### config.mk
export PLATFORM = sky130hd
export DESIGN_NAME = vid_out_tx
export DESIGN_NICKNAME = d
export VERILOG_FILES = /design/src/rtl/vid_tx_pkg.sv /design/src/rtl/vid_timing_cnt.sv /design/src/rtl/vid_out_tx.sv
export SDC_FILE = /design/constraint.sdc
export NUM_CORES = 1
export LEC_CHECK = 0
export CORE_AREA = 2 2 84 86
export DETAILED_ROUTE_END_ITERATION = 12
export DIE_AREA = 0 0 86 88
export GPL_TIMING_DRIVEN = 1
export PLACE_DENSITY = 0.66
export SLEW_MARGIN = 20
export SYNTH_ARGS = -nofsm -noshare
export SYNTH_HDL_FRONTEND = slang
export SYNTH_SLANG_ARGS = --single-unit
export TNS_END_PERCENT = 30
### constraint.sdc
create_clock -name pix_clk -period 4.25 [get_ports pix_clk]
set_clock_uncertainty 0.05 [all_clocks]
set_input_delay 1.275 -clock pix_clk [delete_from_list [all_inputs] [get_ports pix_clk]]
set_output_delay 1.275 -clock pix_clk [all_outputs]
set_load 0.01 [all_outputs]
### src/rtl/vid_tx_pkg.sv
// Shared types and sizing helpers for the video output transmitter.
package vid_tx_pkg;

    typedef enum logic [1:0] {
        StIdle    = 2'd0,
        StWaitSof = 2'd1,
        StRun     = 2'd2
    } tx_state_e;

    function automatic int unsigned calc_total(
        input int unsigned active,
        input int unsigned fp,
        input int unsigned sync,
        input int unsigned bp
    );
        return active + fp + sync + bp;
    endfunction

    function automatic int unsigned cnt_width(input int unsigned total);
        return (total > 1) ? $clog2(total) : 1;
    endfunction

endpackage

### src/rtl/vid_timing_cnt.sv
// Raster position counters plus combinational region flags for the current position.
module vid_timing_cnt
    import vid_tx_pkg::*;
#(
    parameter int unsigned H_ACTIVE = 2560,
    parameter int unsigned H_FP     = 48,
    parameter int unsigned H_SYNC   = 32,
    parameter int unsigned H_BP     = 80,
    parameter int unsigned V_ACTIVE = 1440,
    parameter int unsigned V_FP     = 3,
    parameter int unsigned V_SYNC   = 5,
    parameter int unsigned V_BP     = 33,
    parameter int unsigned HW       = cnt_width(calc_total(H_ACTIVE, H_FP, H_SYNC, H_BP)),
    parameter int unsigned VW       = cnt_width(calc_total(V_ACTIVE, V_FP, V_SYNC, V_BP))
) (
    input  logic          i_clk,
    input  logic          i_rst_n,
    input  logic          i_run,
    output logic [HW-1:0] o_h_cnt,
    output logic [VW-1:0] o_v_cnt,
    output logic          o_active,
    output logic          o_hsync,
    output logic          o_vsync,
    output logic          o_first
);

    localparam int unsigned H_TOTAL  = calc_total(H_ACTIVE, H_FP, H_SYNC, H_BP);
    localparam int unsigned V_TOTAL  = calc_total(V_ACTIVE, V_FP, V_SYNC, V_BP);
    localparam int unsigned HS_BEG   = H_ACTIVE + H_FP;
    localparam int unsigned HS_END   = H_ACTIVE + H_FP + H_SYNC;
    localparam int unsigned VS_BEG   = V_ACTIVE + V_FP;
    localparam int unsigned VS_END   = V_ACTIVE + V_FP + V_SYNC;
    localparam logic [HW-1:0] H_LAST = HW'(H_TOTAL - 1);
    localparam logic [VW-1:0] V_LAST = VW'(V_TOTAL - 1);

    logic [HW-1:0] r_h_cnt;
    logic [VW-1:0] r_v_cnt;
    logic [31:0]   w_h_ext;
    logic [31:0]   w_v_ext;

    // Counters sit at the origin whenever timing is not running.
    always_ff @(posedge i_clk or negedge i_rst_n) begin
        if (!i_rst_n) begin
            r_h_cnt <= '0;
            r_v_cnt <= '0;
        end else if (!i_run) begin
            r_h_cnt <= '0;
            r_v_cnt <= '0;
        end else if (r_h_cnt == H_LAST) begin
            r_h_cnt <= '0;
            r_v_cnt <= (r_v_cnt == V_LAST) ? '0 : r_v_cnt + VW'(1);
        end else begin
            r_h_cnt <= r_h_cnt + HW'(1);
        end
    end

    assign w_h_ext = 32'(r_h_cnt);
    assign w_v_ext = 32'(r_v_cnt);

    assign o_h_cnt  = r_h_cnt;
    assign o_v_cnt  = r_v_cnt;
    assign o_active = (w_h_ext < H_ACTIVE) && (w_v_ext < V_ACTIVE);
    assign o_hsync  = (w_h_ext >= HS_BEG) && (w_h_ext < HS_END);
    assign o_vsync  = (w_v_ext >= VS_BEG) && (w_v_ext < VS_END);
    assign o_first  = (r_h_cnt == '0) && (r_v_cnt == '0);

endmodule

### src/rtl/vid_out_tx.sv
// Video output transmitter: frames an SOF-marked pixel stream onto raster timing,
// with registered sync/DE/RGB outputs and sticky underflow / SOF-alignment flags.
module vid_out_tx
    import vid_tx_pkg::*;
#(
    parameter int unsigned H_ACTIVE = 2560,
    parameter int unsigned H_FP     = 48,
    parameter int unsigned H_SYNC   = 32,
    parameter int unsigned H_BP     = 80,
    parameter int unsigned V_ACTIVE = 1440,
    parameter int unsigned V_FP     = 3,
    parameter int unsigned V_SYNC   = 5,
    parameter int unsigned V_BP     = 33,
    parameter bit          HS_POL   = 1'b1,
    parameter bit          VS_POL   = 1'b0
) (
    input  logic        pix_clk,
    input  logic        sys_rst_n,
    input  logic        en,
    input  logic        clr_err,
    input  logic [23:0] pix_data,
    input  logic        pix_valid,
    input  logic        pix_sof,
    output logic        pix_ready,
    output logic [23:0] hdmi_RGB_data_o,
    output logic        hdmi_hsync_o,
    output logic        hdmi_vsync_o,
    output logic        hdmi_pix_en_o,
    output logic        frame_start,
    output logic        underflow_err,
    output logic        sync_err
);

    localparam int unsigned H_TOTAL = calc_total(H_ACTIVE, H_FP, H_SYNC, H_BP);
    localparam int unsigned V_TOTAL = calc_total(V_ACTIVE, V_FP, V_SYNC, V_BP);
    localparam int unsigned HW      = cnt_width(H_TOTAL);
    localparam int unsigned VW      = cnt_width(V_TOTAL);

    tx_state_e     r_state;
    tx_state_e     w_state_next;
    logic [HW-1:0] w_h_cnt;
    logic [VW-1:0] w_v_cnt;
    logic          w_active;
    logic          w_hs_region;
    logic          w_vs_region;
    logic          w_first;
    logic          w_run;
    logic          w_sof_origin;
    logic          w_late_sof;
    logic          w_early_sof;
    logic          w_ready;
    logic          w_take;
    logic          w_uf_set;
    logic          w_se_set;

    logic [23:0]   r_rgb;
    logic          r_hsync;
    logic          r_vsync;
    logic          r_pix_en;
    logic          r_frame_start;
    logic          r_underflow;
    logic          r_sync_err;

    assign w_run = en && (r_state != StIdle);

    vid_timing_cnt #(
        .H_ACTIVE (H_ACTIVE),
        .H_FP     (H_FP),
        .H_SYNC   (H_SYNC),
        .H_BP     (H_BP),
        .V_ACTIVE (V_ACTIVE),
        .V_FP     (V_FP),
        .V_SYNC   (V_SYNC),
        .V_BP     (V_BP),
        .HW       (HW),
        .VW       (VW)
    ) u_timing (
        .i_clk    (pix_clk),
        .i_rst_n  (sys_rst_n),
        .i_run    (w_run),
        .o_h_cnt  (w_h_cnt),
        .o_v_cnt  (w_v_cnt),
        .o_active (w_active),
        .o_hsync  (w_hs_region),
        .o_vsync  (w_vs_region),
        .o_first  (w_first)
    );

    assign w_sof_origin = w_first && pix_valid && pix_sof;
    assign w_late_sof   = w_first && pix_valid && !pix_sof;
    assign w_early_sof  = w_active && !w_first && pix_valid && pix_sof;

    always_ff @(posedge pix_clk or negedge sys_rst_n) begin
        if (!sys_rst_n) begin
            r_state <= StIdle;
        end else begin
            r_state <= w_state_next;
        end
    end

    always_comb begin
        w_state_next = r_state;
        if (!en) begin
            w_state_next = StIdle;
        end else begin
            case (r_state)
                StIdle:    w_state_next = StWaitSof;
                StWaitSof: if (w_sof_origin) w_state_next = StRun;
                StRun:     if (w_late_sof || w_early_sof) w_state_next = StWaitSof;
                default:   w_state_next = StIdle;
            endcase
        end
    end

    // w_take: the pixel at the head is accepted and shown on the next cycle.
    always_comb begin
        w_ready  = 1'b0;
        w_take   = 1'b0;
        w_uf_set = 1'b0;
        w_se_set = 1'b0;
        if (en) begin
            case (r_state)
                StWaitSof: begin
                    // Flush anything that is not an SOF; hold an SOF until the origin.
                    w_ready = pix_valid && (!pix_sof || w_first);
                    w_take  = w_sof_origin;
                end
                StRun: begin
                    w_ready = w_active && !w_early_sof;
                    if (w_active) begin
                        if (!pix_valid) begin
                            w_uf_set = 1'b1;
                        end else if (w_late_sof || w_early_sof) begin
                            w_se_set = 1'b1;
                        end else begin
                            w_take = 1'b1;
                        end
                    end
                end
                default: ;
            endcase
        end
    end

    assign pix_ready = w_ready;

    always_ff @(posedge pix_clk or negedge sys_rst_n) begin
        if (!sys_rst_n) begin
            r_rgb         <= '0;
            r_hsync       <= ~HS_POL;
            r_vsync       <= ~VS_POL;
            r_pix_en      <= 1'b0;
            r_frame_start <= 1'b0;
        end else if (!w_run) begin
            r_rgb         <= '0;
            r_hsync       <= ~HS_POL;
            r_vsync       <= ~VS_POL;
            r_pix_en      <= 1'b0;
            r_frame_start <= 1'b0;
        end else begin
            r_rgb         <= w_take ? pix_data : 24'h0;
            r_hsync       <= w_hs_region ? HS_POL : ~HS_POL;
            r_vsync       <= w_vs_region ? VS_POL : ~VS_POL;
            r_pix_en      <= w_active;
            r_frame_start <= (w_h_cnt == '0) && (w_v_cnt == '0);
        end
    end

    // A new event in the same cycle takes priority over the clear.
    always_ff @(posedge pix_clk or negedge sys_rst_n) begin
        if (!sys_rst_n) begin
            r_underflow <= 1'b0;
            r_sync_err  <= 1'b0;
        end else begin
            r_underflow <= w_uf_set | (r_underflow & ~clr_err);
            r_sync_err  <= w_se_set | (r_sync_err & ~clr_err);
        end
    end

    assign hdmi_RGB_data_o = r_rgb;
    assign hdmi_hsync_o    = r_hsync;
    assign hdmi_vsync_o    = r_vsync;
    assign hdmi_pix_en_o   = r_pix_en;
    assign frame_start     = r_frame_start;
    assign underflow_err   = r_underflow;
    assign sync_err        = r_sync_err;

endmodule

==> results.txt <==
----------------------------------------------------
[Power and ir drop]
  Cell leakage power ... 1.444 nW
  Maximum VDD drop ... around 0.00017 V
  Power density normalized to cell area ... 352.3 mW/mm²

[Clock network]
  Clock transition at the registers of the reported paths ... 0.11 ns
  Root cell of the clock tree ... sky130_fd_sc_hd__clkbuf_8
  Number of sinks on the clock net ... 55
  Number of buffers created by CTS ... 5
  Clock tree from TritonCTS ... done
  Clock network latency to the later pin of the worst-skew pair ... just over 0.3 ns
  Count of hold buffers inserted by post-cts repair ... 0
  Clock Path Buffers ... 2
  Maximum level of the CTS H-tree ... 2

[Synthesis]
  Largest cells by area after synthesis ... sky130_fd_sc_hd__dfrtp_1 (52%), sky130_fd_sc_hd__and2_1 (6.2%), sky130_fd_sc_hd__nor2_1 (4.2%)
  Ys Warns ... 0
  Dominant synthesized flop cell ... sky130_fd_sc_hd__dfrtp_1
  Complex-gate fraction of the synthesized area ... ~7.3%
  Mux contribution to synthesized area ... less than 1%
  Distinct cell type count after synthesis ... 43
  Number of synthesized register bits ... 55
  Count of flip-flops with a built-in enable after synthesis ... 0
  Share of the yosys chip area belonging to registers ... a little over half
  Most frequent cell after synthesis ... sky130_fd_sc_hd__dfrtp_1
  Post-Syn Instances ... 249
  Avg Synthesized Cell Area ... 10.46 µm²
  Synthesized Nets ... approximately 290
  Proportion of synthesized flip-flops having asynchronous set or reset ... 100.0%
  Top cells by instance count after synthesis ... sky130_fd_sc_hd__dfrtp_1 (54), sky130_fd_sc_hd__nor2_1 (29), sky130_fd_sc_hd__and2_1 (26), sky130_fd_sc_hd__nand2_1 (22), sky130_fd_sc_hd__xor2_1 (11)
  Post-Synth Adder-Cell Area ... 3.842%
  Syn Std Cell Area ... 0.002605 mm²
  Share of synthesized cell area in and, or, nand and nor gates ... between 20% and 30%
  XOR/XNOR Fraction of Synth Area ... 5.716%
  Area share of the largest cell type after synthesis ... around half
  Cell type with the largest total area after synthesis ... sky130_fd_sc_hd__dfrtp_1
  Dominant combinational cell family by area after synthesis ... simple AND/OR/NAND/NOR gates

[Floorplanning]
  Horizontal extent of the die ... 86 µm
  Cell Rows ... 30
  Chip Height ... 88 µm
  Top-Level Pins ... 61
  Area of the die ... 0.007568 mm²
  Starting density of the core ... 39.21%
  Area of the core ... between 0.006 and 0.007 mm²

[Timing]
  Total count of max-transition violations in the final report ... 0
  Final period demand of the worst path ... 4.054 ns
  Setup tns final ... 0 ns
  Worst hold-check slack ... between 0.4 and 0.5 ns
  Worst Slack Setup Final ... 0.1961 ns
  Number of hold-slack violations in the final timing report ... 0
  RSZ-0062 raised after global routing ... false
  Number of endpoints failing setup at the final stage ... 0
  Remaining max-slew budget at the tightest pin ... 51.06%
  Slew of the pin with the lowest slew margin ... 0.7297 ns
  Peak Freq ... roughly 250 MHz
  Final clock period utilization by the worst path ... 95.39%

[Run status]
  Outcome ... completed

[Final layout]
  Number of non-filler instances in the completed layout ... 394
  Number of antenna diodes ... 0
  Nets ... 351
  Share of cells above drive strength 1 ... 7.006%
  Layout-stage area growth over the synthesis result ... 29.97%

[Critical path]
  Category of the worst setup path capture point ... output port
  Worst Path Max Fanout ... 6
  Crit path kind ... reg2out
  Required @ worst endpoint ... 2.92 ns
  Element type at the critical path start ... flop
  Arr. time, crit path ... 2.73 ns

[Placement]
  DPL Wire Length ... 4.100 mm
  Placed instance count ... 386
  Post-place setup slack ... 0.2499 ns
  Gpl congestion ... 0.8223
  Number of port buffers ... 60

[Flow run]
  Max capacitance violation total ... 0

[Detailed routing]
  First-pass iteration count of the detailed router ... 4
  Violation count after the first detailed-route iteration ... 80
  ANT nets after route ... 0
  Via/cell ratio ... 4.970
  DRC violations left ... 0
  Wire length per cell after detailed routing ... 14.11 µm
  Final routed wirelength across all metal layers ... 5.561 mm
  Overall via count from detail_route ... approximately 2000

[Global route]
  Vias in the first global route ... about 1900
  Wire length of the first global-routing pass ... ~9 mm
  Pin count of the biggest net entering global routing ... 29
  Antenna violations before repair ... 0
  Total global-route track usage ... 15.34%
  Remaining global-route overflow ... 0

[Worst hold path]
  Kind of path behind the tightest hold check ... reg2reg

----------------------------------------------------
## stage by stage
step,utilization (%),power [mW],instance area [µm²]
final,50.96,1.193,3386
after global routing,50.96,1.266,3386
after floorplan,-,0.7797,2605
after detailed placement,49.47,0.8928,3287
after global placement,49.47,0.8907,3287
after CTS,50.92,1.204,3383
## path summary, 6_finish.rpt
| path | slack (ns) | startpoint | cells past startpoint | end |
|---|---|---|---|---|
| hold / removal | 0.46 | u_timing.o_h_cnt[0]$_DFF_PN0_ | 1 | u_timing.o_h_cnt[0]$_DFF_PN0_ |
| max in group asynchronous | 2.40 | sys_rst_n | 2 | hdmi_vsync_o$_DFF_PN1_ |
| hold reg to reg | 0.46 | u_timing.o_h_cnt[0]$_DFF_PN0_ | 1 | u_timing.o_h_cnt[0]$_DFF_PN0_ |
| min in group asynchronous | 0.91 | sys_rst_n | 1 | u_timing.o_h_cnt[0]$_DFF_PN0_ |
| setup reg to reg | 1.91 | u_timing.o_v_cnt[0]$_DFFE_PN0P_ | 7 | r_state[1]$_DFFE_PN0P_ |
| setup / recovery | 0.20 | u_timing.o_v_cnt[0]$_DFFE_PN0P_ | 8 | pix_ready |
## registers in the layout, summed over array words and instances, names as in the netlist
signal / cells
frame_start: 1
hdmi_RGB_data_o: 24
hdmi_hsync_o: 1
hdmi_pix_en_o: 1
hdmi_vsync_o: 1
r_state: 2
sync_err: 1
u_timing.o_h_cnt: 12
u_timing.o_v_cnt: 11
underflow_err: 1
## layout make-up
cell class / instances / area, µm²
sequential: 55 / 1378
fill: 595 / 3258
clock buffer: 5 / 68.82
timing repair buffer: 64 / 625.6
clock inverter: 3 / 27.53
tap: 80 / 100.1
multi-input combinational: 177 / 1149
inverter: 10 / 37.54
## cells in the final DEF, fill, tap and decap left out, types with 4 or more instances in the layout
cell type,count
sky130_fd_sc_hd__and2_1,26
sky130_fd_sc_hd__and3_1,9
sky130_fd_sc_hd__buf_4,4
sky130_fd_sc_hd__clkbuf_8,5
sky130_fd_sc_hd__clkdlybuf4s50_1,59
sky130_fd_sc_hd__dfrtp_1,54
sky130_fd_sc_hd__ha_1,8
sky130_fd_sc_hd__inv_1,10
sky130_fd_sc_hd__nand2_1,22
sky130_fd_sc_hd__nand3_1,6
sky130_fd_sc_hd__nand4_1,9
sky130_fd_sc_hd__nor2_1,28
sky130_fd_sc_hd__nor3_1,4
sky130_fd_sc_hd__o21ai_0,8
sky130_fd_sc_hd__xnor2_1,6
sky130_fd_sc_hd__xor2_1,11
## worst max-delay path, stage by stage, from the launching register on
cell and delay [ns]:
sky130_fd_sc_hd__dfrtp_1 0.44, sky130_fd_sc_hd__inv_1 0.09, sky130_fd_sc_hd__ha_1 0.13, sky130_fd_sc_hd__or3b_2 0.49, sky130_fd_sc_hd__nand4bb_1 0.31, sky130_fd_sc_hd__nor2_2 0.18
sky130_fd_sc_hd__o211ai_1 0.12, sky130_fd_sc_hd__nor2_1 0.10, sky130_fd_sc_hd__clkdlybuf4s50_1 0.56
## logic make-up after synthesis
| logic type | Yosys count |
|---|---|
| buffers and inverters | 17 |
| muxes | 2 |
| DFF | 55 |
| adders and majority gates | 8 |
| AOI/OAI and AO/OA | 27 |
| xor gates and xnor gates | 17 |
| and+or+nand+nor | 123 |
## routing by layer
layer | vias to the layer above | GRT usage [%] | share of wire (%) | wire [µm]
li1 | 980 | - | - | -
met1 | 950 | 20.96 | 47 | 2622
met2 | 22 | 25.09 | 50 | 2758
met3 | 6 | 2.262 | 1.8 | 102
met4 | 0 | 5.195 | 1.4 | 78
met5 | - | 0 | 0 | 0
## where the power goes
part	internal [mW]	switching [mW]
Clock	0.121	0.186
Combinational	0.141	0.173
Sequential	0.549	0.0219
## what timing repair did
item | 4_1_cts | 5_1_grt
endpoints found under the hold margin | 0 | 0
setup endpoints to repair | 0 | 1
resized for setup | 0 | 1
setup buffers | 0 | 0
Note: power is estimated with default switching activity, not from simulation.
